--- src/rtl/life_pkg.sv ---
// rtl/life_pkg.sv - shared state encoding and frame geometry for the life pass sequencer
package life_pkg;

    typedef logic [2:0] life_ctrl_state_t;

    localparam life_ctrl_state_t ST_IDLE  = 3'd0;
    localparam life_ctrl_state_t ST_INIT  = 3'd1;
    localparam life_ctrl_state_t ST_PASS  = 3'd2;
    localparam life_ctrl_state_t ST_DRAIN = 3'd3;
    localparam life_ctrl_state_t ST_VID   = 3'd4;

    // Each engine generation needs one extra torus row before and after the frame.
    function automatic int lead_rows(input int gens);
        return gens;
    endfunction

    function automatic int frame_rows(input int dbits);
        return 1 << (dbits - 1);
    endfunction

endpackage

--- src/rtl/life_wr_delay.sv ---
// rtl/life_wr_delay.sv - aligns write enable/row with engine output, PIPE_LAT cycles after read issue
module life_wr_delay
    import life_pkg::*;
#(
    parameter int PIPE_LAT = 4,
    parameter int RBITS    = 7
) (
    input  logic             clk,
    input  logic             reset,
    input  logic             in_valid,
    input  logic [RBITS-1:0] in_row,
    output logic             out_valid,
    output logic [RBITS-1:0] out_row
);

    logic [PIPE_LAT-1:0] valid_q;
    logic [RBITS-1:0]    row_q [PIPE_LAT];

    always_ff @(posedge clk or negedge reset) begin
        if (!reset) begin
            valid_q <= '0;
            for (int i = 0; i < PIPE_LAT; i++) row_q[i] <= '0;
        end else begin
            valid_q[0] <= in_valid;
            row_q[0]   <= in_row;
            for (int i = 1; i < PIPE_LAT; i++) begin
                valid_q[i] <= valid_q[i-1];
                row_q[i]   <= row_q[i-1];
            end
        end
    end

    assign out_valid = valid_q[PIPE_LAT-1];
    assign out_row   = row_q[PIPE_LAT-1];

endmodule

--- src/rtl/life_pass_ctrl.sv ---
// rtl/life_pass_ctrl.sv - generation pass sequencer, host init loader and video row arbiter for life_engine
module life_pass_ctrl
    import life_pkg::*;
#(
    parameter int DBITS    = 8,
    parameter int WIDTH    = 256,
    parameter int GENS     = 1,
    parameter int PIPE_LAT = 4
) (
    input  logic             clk,
    input  logic             reset,
    input  logic             start,
    input  logic             run,
    output logic             busy,
    output logic             pass_done,
    output logic [31:0]      gen_count,
    input  logic             init_valid,
    output logic             init_ready,
    input  logic [WIDTH-1:0] init_row,
    input  logic             vid_req,
    input  logic [DBITS-2:0] vid_row,
    output logic             vid_ack,
    output logic [DBITS-1:0] raddr,
    output logic [DBITS-1:0] waddr,
    output logic             we,
    output logic             sh,
    output logic             ld,
    output logic             init,
    output logic [WIDTH-1:0] init_data
);

    localparam int RBITS      = DBITS - 1;
    localparam int KBITS      = DBITS + 1;
    localparam int FRAME_ROWS = frame_rows(DBITS);
    localparam int LEAD       = lead_rows(GENS);

    localparam logic [RBITS-1:0] ROW_LAST  = RBITS'(FRAME_ROWS - 1);
    localparam logic [KBITS-1:0] K_LAST_RD = KBITS'(FRAME_ROWS + 2*LEAD - 1);
    localparam logic [KBITS-1:0] K_LAST_WR = KBITS'(FRAME_ROWS + 2*LEAD + PIPE_LAT - 1);

    life_ctrl_state_t state_q, state_d;
    logic [KBITS-1:0] k_q, k_d;
    logic [RBITS-1:0] row_q, row_d;
    logic             src_bank_q, src_bank_d;
    logic [31:0]      gen_count_q, gen_count_d;
    logic             vid_pend_q, vid_pend_d;
    logic [RBITS-1:0] vid_row_q, vid_row_d;
    logic [2:0]       vid_sr_q;
    logic [WIDTH-1:0] init_data_q;

    logic             vid_any, vid_take, last_wr;
    logic             wr_in_valid, wr_valid;
    logic [RBITS-1:0] wr_in_row, wr_row, rd_row;

    assign vid_any = vid_req | vid_pend_q;
    assign last_wr = (state_q == ST_DRAIN) && (k_q == K_LAST_WR);

    always_comb begin
        state_d     = state_q;
        k_d         = k_q;
        row_d       = row_q;
        src_bank_d  = src_bank_q;
        gen_count_d = gen_count_q;
        vid_take    = 1'b0;
        case (state_q)
            ST_IDLE: begin
                k_d = '0;
                if (init_valid)         state_d = ST_INIT;
                else if (start || run)  state_d = ST_PASS;
                else if (vid_any) begin
                    state_d  = ST_VID;
                    vid_take = 1'b1;
                end
            end
            ST_INIT: begin
                if (init_valid) begin
                    row_d = row_q + RBITS'(1);
                    if (row_q == ROW_LAST) state_d = ST_IDLE;
                end
            end
            ST_PASS: begin
                k_d = k_q + KBITS'(1);
                if (k_q == K_LAST_RD) state_d = ST_DRAIN;
            end
            ST_DRAIN: begin
                k_d = k_q + KBITS'(1);
                if (last_wr) begin
                    gen_count_d = gen_count_q + 32'(GENS);
                    src_bank_d  = ~src_bank_q;
                    k_d         = '0;
                    // Waiting host/video work goes ahead of an auto-restart so run cannot starve it.
                    if (init_valid)   state_d = ST_INIT;
                    else if (vid_any) begin
                        state_d  = ST_VID;
                        vid_take = 1'b1;
                    end
                    else if (run)     state_d = ST_PASS;
                    else              state_d = ST_IDLE;
                end
            end
            ST_VID:  state_d = ST_IDLE;
            default: state_d = ST_IDLE;
        endcase
    end

    assign vid_pend_d = vid_take ? 1'b0 : (vid_req ? 1'b1 : vid_pend_q);
    assign vid_row_d  = (vid_req && !vid_pend_q) ? vid_row : vid_row_q;

    always_ff @(posedge clk or negedge reset) begin
        if (!reset) begin
            state_q     <= ST_IDLE;
            k_q         <= '0;
            row_q       <= '0;
            src_bank_q  <= 1'b0;
            gen_count_q <= '0;
            vid_pend_q  <= 1'b0;
            vid_row_q   <= '0;
            vid_sr_q    <= '0;
            init_data_q <= '0;
        end else begin
            state_q     <= state_d;
            k_q         <= k_d;
            row_q       <= row_d;
            src_bank_q  <= src_bank_d;
            gen_count_q <= gen_count_d;
            vid_pend_q  <= vid_pend_d;
            vid_row_q   <= vid_row_d;
            vid_sr_q    <= {vid_sr_q[1:0], ld};
            init_data_q <= init_valid ? init_row : init_data_q;
        end
    end

    assign sh          = (state_q == ST_PASS);
    assign ld          = (state_q == ST_VID);
    assign rd_row      = RBITS'(k_q - KBITS'(LEAD));
    assign wr_in_valid = sh && (k_q >= KBITS'(2*LEAD));
    assign wr_in_row   = RBITS'(k_q - KBITS'(2*LEAD));

    life_wr_delay #(
        .PIPE_LAT (PIPE_LAT),
        .RBITS    (RBITS)
    ) u_wr_delay (
        .clk       (clk),
        .reset     (reset),
        .in_valid  (wr_in_valid),
        .in_row    (wr_in_row),
        .out_valid (wr_valid),
        .out_row   (wr_row)
    );

    assign busy       = (state_q != ST_IDLE);
    assign pass_done  = last_wr;
    assign gen_count  = gen_count_q;
    assign init_ready = (state_q == ST_INIT) && init_valid;
    assign init       = init_ready;
    assign init_data  = init_data_q;
    assign vid_ack    = vid_sr_q[2];
    assign we         = wr_valid | init_ready;
    assign waddr      = init_ready ? {src_bank_q, row_q} :
                        (wr_valid  ? {~src_bank_q, wr_row} : '0);
    assign raddr      = sh ? {src_bank_q, rd_row} :
                        (ld ? {src_bank_q, vid_row_q} : '0);

endmodule

--- config.mk ---
export PLATFORM = sky130hd
export DESIGN_NAME = life_pass_ctrl
export DESIGN_NICKNAME = d
export VERILOG_FILES = /design/src/rtl/life_pkg.sv /design/src/rtl/life_wr_delay.sv /design/src/rtl/life_pass_ctrl.sv
export SDC_FILE = /design/constraint.sdc
export NUM_CORES = 1
export LEC_CHECK = 0
export ABC_AREA = 1
export CORE_AREA = 2 2 228 230
export DETAILED_ROUTE_END_ITERATION = 6
export DIE_AREA = 0 0 230 232
export GPL_TIMING_DRIVEN = 0
export PLACE_DENSITY = 0.66
export SYNTH_ARGS = -nofsm -noshare
export SYNTH_HDL_FRONTEND = slang
export SYNTH_HIERARCHICAL = 1
export SYNTH_SLANG_ARGS = --single-unit
--- constraint.sdc ---
create_clock -name clk -period 3.85 [get_ports clk]
set_input_delay 0.77 -clock clk [delete_from_list [all_inputs] [get_ports clk]]
set_output_delay 0.77 -clock clk [all_outputs]
set_load 0.02 [all_outputs]
==> out/results.md, run 1 <==
| Result | Value |
|---|---|
| Iteration count of the initial detailed-routing pass | 5 |
| WS Path Type | reg2out |
| CTS Root Cell | sky130_fd_sc_hd__clkbuf_16 |
| Clock group share of total power | 0.387 |
| Unrepaired setup endpoints after global routing | no |
| Layout Area Growth over Synthesis | 58.5% |
| Count of buffers added by post-CTS timing repair for setup | 0 |
| Total of warnings raised by yosys | 6 |
| Placed wire-length estimate | 38.6 mm |
| Library cells used by synthesis | 36 |
| Antenna violations before repair | 18 |
| Number of gates resized after CTS | 0 |
| Total negative slack for setup checks | 0 ns |
| Switching power summed over all nets | 3.19 mW |
| Non-filler cells, final | 2,952 |
| Max frequency | 285 MHz |
| Post-synth net total | 1,883 |
| Layout cell share with drive strength beyond 1 | 0.0636 |
| Netlist Area Pre-Place | 14,200 um^2 |
| Area of the multi-input gates | 4820 um^2 |
| IO Count | 581 |
| CTS clock-pin slew for the worst setup and hold paths | 0.06 ns |
| Count of antenna-violating nets left after detailed routing | 0 |
| Relative slew slack | 0.420 |
| Transition time of the tightest slew-check pin | 0.869 ns |
| Number of remaining DRC errors | 0 |
| Hold-fix buffer count after cts | 0 |
| Remaining global-route overflow | 0 |
| Core ar. | 50,900 um^2 |
| Total via count in the routed design | 12,900 |
| Net count, final | 2,510 |
| Path type of the worst min-delay path | in2async |
| P per Cell Area | 494 nW/um^2 |
| Most common cell after layout, fill and taps aside | sky130_fd_sc_hd__nand2_1 |
| Cts bufs inserted | 43 |
| First-pass GRT wire length | 75.0 mm |
| Arrival time worst endpoint | 2.74 ns |
| CP endpoint kind | output port |
| # fillers | 4,917 |
| Avg Cell Area, Syn | 8.82 um^2 |
| TritonCTS Sinks | 351 |
| CTS H-tree depth | 2 |
| Post-Synthesis Cells | 1,605 |
| Final Wtd Congestion | 0.904 |
| CP Data Required Time | 3.08 ns |
| Storage cell area | 8780 um^2 |
| Max Slew Vio Count | 0 |
| Cells after DPL | 2,867 |
| Most used cells in the layout excluding fill and tap cells | sky130_fd_sc_hd__nand2_1 (922), sky130_fd_sc_hd__clkdlybuf4s50_1 (578), sky130_fd_sc_hd__dfrtp_1 (351) |
| Final Hold Fails | 0 |
| Initial standard-cell utilization of the core | 0.278 |
| Max IR drop VDD | 0.000292 V |
| Final routed wirelength across all metal layers | 49.8 mm |
| Switching power share of the total | 0.288 |
| Overall die width | 230 um |
| Die height | 232 um |
| Avg WL per Cell | 16.9 um |
| Result of the run | complete, no violations |
| Maximum clock path buffer count | 3 |
| Combinational cell fraction of total power | 0.219 |
| CP max FO | 10 |
| Worst Setup Start Kind | flop |
| Number of cell rows | 83 |
| Average via count per standard cell | 4.36 |
| CTS tree | yes |
| Cell-internal power | 7.90 mW |
| Input/output buffers | 579 |
| Maximum capacitance violations | 0 |
| Register bit total from synthesis | 351 |
| Final worst setup slack | 0.344 ns |
| GRT Total Usage | 0.182 |
| Area of the die | 53,400 um^2 |
| Final clock skew | 0.00724 ns |
| Share of the clock period used by the worst path | 0.911 |
| Placement Setup Slack | 0.680 ns |
| Insertion delay to the later sink of the worst-skew pair | 0.55 ns |
| Static Leakage | 10.7 nW |
| Setup Viol. Count Final | 0 |
| Minimum clock period after layout | 3.51 ns |
| Initial DRC Count | 715 |
| Share of the yosys chip area belonging to registers | 0.620 |
| Pin count of the biggest net entering global routing | 112 |
| Part of the total power dissipated in sequential elements | 0.394 |
| Number of global-route vias before repair | 12,800 |
power by group through the flow:
stage	Combinational, mW	Sequential, mW	Clock (mW)
2_1_floorplan	0.846	4.69	0
3_3_place_gp	2.41	4.43	0
3_5_place_dp	2.45	4.43	0
4_1_cts	2.46	4.37	4.43
5_1_grt	2.64	4.42	4.57
6_report	2.43	4.37	4.29
cell usage after synthesis (all sizes together):
cell type	instances	area [um^2]
o22ai	3	18.8
buf	38	219
nand2	923	3470
dfrtp	351	8780
clkinv	1	3.75
xor2	19	181
nor2	51	264
nand3b	10	78.8
o21ai	27	135
a211oi	1	7.51
xnor2	7	61.3
nand3	30	178
nor4	1	6.26
and3	1	6.26
or2	2	12.5
a22o	4	35.0
a21oi	10	50.1
nand4	13	81.3
mux2	7	78.8
a21boi	1	7.51
nor3	7	35.0
ha	9	113
clkbuf	32	120
inv	57	214
critical path: stages (launching register included):
cell and delay (ns):
sky130_fd_sc_hd__dfrtp_1 0.43, sky130_fd_sc_hd__inv_1 0.23, sky130_fd_sc_hd__ha_1 0.22, sky130_fd_sc_hd__nand2_2 0.06
sky130_fd_sc_hd__nor2_4 0.15, sky130_fd_sc_hd__nand3_4 0.13, sky130_fd_sc_hd__inv_2 0.12, sky130_fd_sc_hd__buf_4 0.18
sky130_fd_sc_hd__clkdlybuf4s50_1 0.64
registers in the layout, summed over array words and instances (netlist names):
signal              count
init_data             256
k_q                     9
src_bank_q              1
gen_count              32
vid_row_q               7
u_wr_delay/valid_q      4
u_wr_delay/out_row      7
u_wr_delay/row_q       21
state_q                 3
vid_pend_q              1
vid_sr_q                3
row_q                   7
per-stage QoR:
step                      cell area [um^2]  power, mW  utilization  hold WS, ns
after floorplan                      14200       5.54            -        0.331
after global placement               20800       6.84        0.409        0.331
after detailed placement             20900       6.88        0.411        0.335
after CTS                            22400       11.3        0.441       0.0682
after global routing                 22400       11.6        0.441       0.0939
final                                22400       11.1        0.441       0.0911
final cells by class:
| class | count | area share |
|---|---|---|
| antenna | 8 | 0.000892 |
| buffer | 70 | 0.0151 |
| clock buffer | 58 | 0.0563 |
| clock inverter | 19 | 0.0117 |
| inverter | 58 | 0.00970 |
| multi-input combinational | 1126 | 0.215 |
| sequential | 351 | 0.391 |
| tap | 680 | 0.0379 |
| timing repair buffer | 582 | 0.262 |
worst paths after layout:
path,slack [ns],startpoint,cells after the start,end
worst min-delay path,0.09,reset,1,vid_row_q[1]
worst max register to register,1.93,k_q[1],9,k_q[7]
worst min register to register,0.34,u_wr_delay/row_q[10],0,u_wr_delay/out_row[3]
min in group clk,0.34,u_wr_delay/row_q[10],0,u_wr_delay/out_row[3]
max in group asynchronous,2.46,reset,3,init_data[177]
worst max-delay path,0.34,k_q[1],8,pass_done
metal layers:
layer / global-route usage / vias up / part of all wire
met5: 0 / - / 0.0012
met4: 0.0675 / 10 / 0.031
met2: 0.312 / 477 / 0.49
li1: - / 6184 / -
met1: 0.212 / 6096 / 0.39
met3: 0.0597 / 89 / 0.086
kinds of logic after synthesis:
logic type / Yosys count / share of synthesized area
AO/OA/AOI/OAI: 46 / 0.0179
XOR/XNOR: 26 / 0.0171
adder cells (fa/ha/maj): 9 / 0.00795
buffers and inverters: 128 / 0.0393
flip-flops: 351 / 0.620
multiplexers: 7 / 0.00557
AND/OR/NAND/NOR: 1038 / 0.292
Power figures use the tool's default switching activity.
==> run 2, diff against run 1 <==
--- a/config.mk
+++ b/config.mk
@@ -6,11 +6,11 @@
 export NUM_CORES = 1
 export LEC_CHECK = 0
 export ABC_AREA = 1
-export CORE_AREA = 2 2 228 230
+export CORE_AREA = 2 2 223 225
 export DETAILED_ROUTE_END_ITERATION = 6
-export DIE_AREA = 0 0 230 232
+export DIE_AREA = 0 0 225 227
 export GPL_TIMING_DRIVEN = 0
-export PLACE_DENSITY = 0.66
+export PLACE_DENSITY = 0.68
 export SYNTH_ARGS = -nofsm -noshare
 export SYNTH_HDL_FRONTEND = slang
 export SYNTH_HIERARCHICAL = 1
==> out/results.md, run 2 (synthesis gave the netlist of run 1 again) <==
| Result | Value |
|---|---|
| Result of the run | complete, no violations |
| Final Wtd Congestion | 0.855 |
| Final clock skew | 0.0114 ns |
| Final Total Pwr | 10.8 mW |
| Uppermost layer routed | met5 |
| Arrival time worst endpoint | 2.70 ns |
| CP Data Required Time | 3.08 ns |
| Setup Viol. Count Final | 0 |
| First-pass GRT wire length | 74.8 mm |
| Cells along the critical path | inv_1, ha_1, nand2_2, nor2_4, nand3_4, inv_2, buf_4, clkdlybuf4s50_1 |
| Worst stage delay on the critical path | 0.62 ns |
| Overall die width | 225 um |
| Number of remaining DRC errors | 0 |
| Final routed wirelength across all metal layers | 50.1 mm |
| Count of buffers added by post-CTS timing repair for setup | 0 |
| Layout Area Growth over Synthesis | 57.0% |
| Met3 routed WL | 4.42 mm |
| Unrepaired setup endpoints after global routing | no |
| Average via count per standard cell | 4.42 |
| Number of cell rows | 81 |
| Static Leakage | 10.7 nW |
| CTS tree | yes |
| Hold-fix buffer count after cts | 0 |
| Path type of the worst min-delay path | in2async |
| Transition time of the tightest slew-check pin | 0.834 ns |
| Routed length on met1 | 18.8 mm |
| Standard cell area after detailed placement | 20,800 um^2 |
| Relative slew slack | 0.444 |
| Minimum clock period after layout | 3.47 ns |
| Number of global-route vias before repair | 12,900 |
| Maximum capacitance violations | 0 |
| Max frequency | 288 MHz |
| Final worst setup slack | 0.375 ns |
| Pin count of the biggest net entering global routing | 120 |
| Most common cell after layout, fill and taps aside | sky130_fd_sc_hd__nand2_1 |
| Non-filler cells, final | 2,888 |
| Placement Setup Slack | 0.504 ns |
| Count of antenna-violating nets left after detailed routing | 0 |
| Placed wire-length estimate | 38.7 mm |
| Initial standard-cell utilization of the core | 0.292 |
| IO Count | 581 |
| Core ar. | 48,500 um^2 |
| Insertion delay to the later sink of the worst-skew pair | 0.55 ns |
| Layout cell share with drive strength beyond 1 | 0.0610 |
| CP endpoint kind | output port |
| CTS H-tree depth | 2 |
| Number of gates resized after CTS | 0 |
| Largest register FFs | 256 |
| Avg WL per Cell | 17.3 um |
| Most used cells in the layout excluding fill and tap cells | sky130_fd_sc_hd__nand2_1 (922), sky130_fd_sc_hd__clkdlybuf4s50_1 (578), sky130_fd_sc_hd__dfrtp_1 (351) |
| Final Hold Fails | 0 |
| Antenna violations before repair | 9 |
| Final non-filler cell area | 22,200 um^2 |
| Die height | 227 um |
| Worst Setup Start Kind | flop |
| P per Cell Area | 486 nW/um^2 |
| Total via count in the routed design | 12,800 |
| Input/output buffers | 579 |
| Initial DRC Count | 738 |
| Net count, final | 2,508 |
| DR WL met2 | 25.3 mm |
| Remaining global-route overflow | 0 |
| TritonCTS Sinks | 351 |
| Max Slew Vio Count | 0 |
| Cell with the largest stage delay on the worst path | sky130_fd_sc_hd__clkdlybuf4s50_1 |
| CTS clock-pin slew for the worst setup and hold paths | 0.06 ns |
| WS Path Type | reg2out |
| GRT Total Usage | 0.191 |
| Area of the die | 51,100 um^2 |
| CTS Root Cell | sky130_fd_sc_hd__clkbuf_16 |
| Iteration count of the initial detailed-routing pass | 7 |
| Hold slack | 0.165 ns |
| Cells after DPL | 2,809 |
| CP max FO | 10 |
| Maximum clock path buffer count | 3 |
| Cts bufs inserted | 41 |
| Share of the clock period used by the worst path | 0.903 |
| Max IR drop VDD | 0.000328 V |
-- run 2: final cells by class --
type / instances / area (um^2)
fillers: 4636 / 26300
plain buffers: 70 / 339
clock buffers: 60 / 1250
flip-flops and latches: 351 / 8780
inverters: 58 / 218
diodes: 5 / 12.5
clock inverters: 14 / 139
well taps: 622 / 778
repair buffers: 582 / 5880
multi-input cells: 1126 / 4820
-- run 2: worst max-delay path, delay by kind of cell (launching register included) --
| kind | cells | cell delay, ns |
|---|---|---|
| simple gates | 3 | 0.37 |
| buf+inv | 4 | 1.15 |
| flops | 1 | 0.43 |
| fa+ha+maj | 1 | 0.21 |
-- run 2: worst paths after layout --
| check | slack, ns | cells after the start | endpoint | startpoint |
|---|---|---|---|---|
| min reg2reg | 0.34 | 0 | vid_sr_q[2] | vid_sr_q[1] |
| max reg2reg | 1.94 | 10 | gen_count[23] | k_q[1] |
| max | 0.38 | 8 | pass_done | k_q[1] |
| max in group asynchronous | 2.31 | 3 | init_data[22] | reset |
| min in group clk | 0.34 | 0 | vid_sr_q[2] | vid_sr_q[1] |
| min | 0.17 | 1 | gen_count[16] | reset |
-- run 2: metal layers --
layer  vias to the layer above  GRT usage
li1                       6165          -
met1                      6072      0.217
met2                       438      0.332
met3                        86     0.0641
met4                         4     0.0705
met5                         -          0
-- run 2: through the flow --
step,setup TNS [ns],util
after floorplan,0,-
after global placement,-4648.55,0.427
after detailed placement,0,0.429
after CTS,0,0.457
after global routing,0,0.458
final,0,0.458
-- run 2: report_power, final --
group	leakage, nW	switching [mW]	internal (mW)	total (mW)
combinational	5.68	1.32	1.12	2.44
sequential	4.29	0.246	4.13	4.38
clock	0.681	1.58	2.39	3.97
==> run 3, diff against run 2 <==
--- a/config.mk
+++ b/config.mk
@@ -6,12 +6,14 @@
 export NUM_CORES = 1
 export LEC_CHECK = 0
 export ABC_AREA = 1
-export CORE_AREA = 2 2 223 225
+export CORE_AREA = 2 2 227 229
 export DETAILED_ROUTE_END_ITERATION = 6
-export DIE_AREA = 0 0 225 227
+export DIE_AREA = 0 0 229 231
 export GPL_TIMING_DRIVEN = 0
-export PLACE_DENSITY = 0.68
+export PLACE_DENSITY = 0.66
+export RECOVER_POWER = 25
 export SYNTH_ARGS = -nofsm -noshare
 export SYNTH_HDL_FRONTEND = slang
 export SYNTH_HIERARCHICAL = 1
 export SYNTH_SLANG_ARGS = --single-unit
+export TNS_END_PERCENT = 5
==> constraint.sdc (replaced) <==
create_clock -name clk -period 3.7 [get_ports clk]
set_input_delay 0.74 -clock clk [delete_from_list [all_inputs] [get_ports clk]]
set_output_delay 0.74 -clock clk [all_outputs]
set_load 0.02 [all_outputs]
==> out/results.md, run 3 (synthesis gave the netlist of run 1 again) <==
| Result | Value |
|---|---|
| Result of the run | finished, violations left |
| Violations in the final reports | capacitance limit, slew limit |
| Number of remaining DRC errors | 0 |
| Max Slew Vio Count | 40 |
| First-pass GRT wire length | 77.1 mm |
| Total via count in the routed design | 12,800 |
| Worst Setup Start Kind | flop |
| Cts bufs inserted | 41 |
| Hold slack | 0.342 ns |
| Max IR drop VDD | 0.000340 V |
| Number of buffers and inverters on the critical path | 4 |
| Hold-fix buffer count after cts | 0 |
| TritonCTS Sinks | 351 |
| WS Path Type | reg2out |
| Unrepaired setup endpoints after global routing | no |
| # fillers | 4,958 |
| Number of global-route vias before repair | 12,900 |
| CTS Root Cell | sky130_fd_sc_hd__clkbuf_16 |
| Maximum capacitance violations | 1 |
| Input/output buffers | 579 |
| Final Wtd Congestion | 0.922 |
| Core ar. | 50,700 um^2 |
| CTS H-tree depth | 2 |
| CP Data Required Time | 2.96 ns |
| Static Leakage | 10.6 nW |
| Layout Area Growth over Synthesis | 57.1% |
| Count of buffers added by post-CTS timing repair for setup | 0 |
| Cells along the critical path | inv_1, ha_1, nand2_2, nor2_4, nand3_4, inv_2, buf_4, clkdlybuf4s50_1 |
| Antenna violations before repair | 15 |
| Most used cells in the layout excluding fill and tap cells | sky130_fd_sc_hd__nand2_1 (922), sky130_fd_sc_hd__clkdlybuf4s50_1 (578), sky130_fd_sc_hd__dfrtp_1 (351) |
| Iteration count of the initial detailed-routing pass | 7 |
| P per Cell Area | 497 nW/um^2 |
| Standard cell area after detailed placement | 20,900 um^2 |
| Die height | 231 um |
| Layout cell share with drive strength beyond 1 | 0.0575 |
| Overall die width | 229 um |
| Final non-filler cell area | 22,200 um^2 |
| CTS tree | yes |
| Placed wire-length estimate | 40.6 mm |
| GRT Total Usage | 0.191 |
| Remaining global-route overflow | 0 |
| Initial standard-cell utilization of the core | 0.279 |
| Minimum clock period after layout | 3.45 ns |
| Number of gates resized after CTS | 0 |
| Final Hold Fails | 0 |
| Insertion delay to the later sink of the worst-skew pair | 0.54 ns |
| Final clock skew | 0.0118 ns |
| Average via count per standard cell | 4.35 |
| Relative slew slack | -0.636 |
| Share of the clock period used by the worst path | 0.932 |
| Pin count of the biggest net entering global routing | 113 |
| IO Count | 581 |
| Path type of the worst min-delay path | reg2reg |
| Maximum clock path buffer count | 3 |
| Worst stage delay on the critical path | 0.64 ns |
| Area of the die | 52,900 um^2 |
| CP top delay family | buffers and inverters |
| Net count, final | 2,508 |
| Largest register FFs | 256 |
| Number of cell rows | 83 |
| Max frequency | 290 MHz |
| CP max FO | 10 |
| CTS clock-pin slew for the worst setup and hold paths | 0.06 ns |
| Avg WL per Cell | 17.4 um |
| Arrival time worst endpoint | 2.71 ns |
| Final routed wirelength across all metal layers | 51.4 mm |
| Count of antenna-violating nets left after detailed routing | 0 |
| CP endpoint kind | output port |
| Cell with the largest stage delay on the worst path | sky130_fd_sc_hd__clkdlybuf4s50_1 |
| Initial DRC Count | 646 |
| Most common cell after layout, fill and taps aside | sky130_fd_sc_hd__nand2_1 |
| Transition time of the tightest slew-check pin | 2.45 ns |
| Setup Viol. Count Final | 0 |
run 3: layer usage:
layer / GRT usage / up-vias / share of wire / wire length (um)
li1: - / 6187 / - / -
met1: 0.205 / 6114 / 0.36 / 18600
met2: 0.338 / 445 / 0.51 / 26300
met3: 0.0657 / 87 / 0.090 / 4600
met4: 0.0873 / 0 / 0.036 / 1850
met5: 0 / - / 0 / 0
run 3: metrics by stage:
step	instances	total power, mW	utilization	TNS (ns)	worst slack (ns)
finish	2952	11.1	0.439	0	0.253
global route	2948	11.6	0.439	0	0.0397
CTS	2939	11.2	0.439	0	0.186
detailed placement	2867	7.17	0.412	0	0.556
global placement	2864	7.13	0.411	-4751.86	-13.60
floorplan	1605	5.77	-	0	1.35
run 3: worst paths after layout:
check / startpoint / to / slack [ns] / cells after the start
setup / recovery: k_q[1] / pass_done / 0.25 / 8
max in group asynchronous: reset / init_data[103] / 0.84 / 3
hold reg to reg: u_wr_delay/row_q[10] / u_wr_delay/out_row[3] / 0.34 / 0
hold / removal: u_wr_delay/row_q[10] / u_wr_delay/out_row[3] / 0.34 / 0
min in group asynchronous: reset / vid_row_q[0] / 0.94 / 1
setup reg to reg: k_q[1] / gen_count[27] / 1.77 / 10
run 3: power by group:
part           switching [mW]  internal [mW]  total (mW)
Sequential              0.251           4.30        4.55
Combinational            1.37           1.17        2.53
Clock                    1.59           2.38        3.97
Total                    3.20           7.85        11.1
run 3: cell type report:
| class | instances | area (um^2) | share of cell area |
|---|---|---|---|
| flip-flops and latches | 351 | 8780 | 0.395 |
| clock buffers | 64 | 1240 | 0.0559 |
| plain buffers | 70 | 339 | 0.0152 |
| well taps | 680 | 851 | 0.0382 |
| inverters | 58 | 218 | 0.00979 |
| multi-input cells | 1126 | 4820 | 0.217 |
| clock inverters | 8 | 88.8 | 0.00399 |
| diodes | 13 | 32.5 | 0.00146 |
| repair buffers | 582 | 5870 | 0.264 |
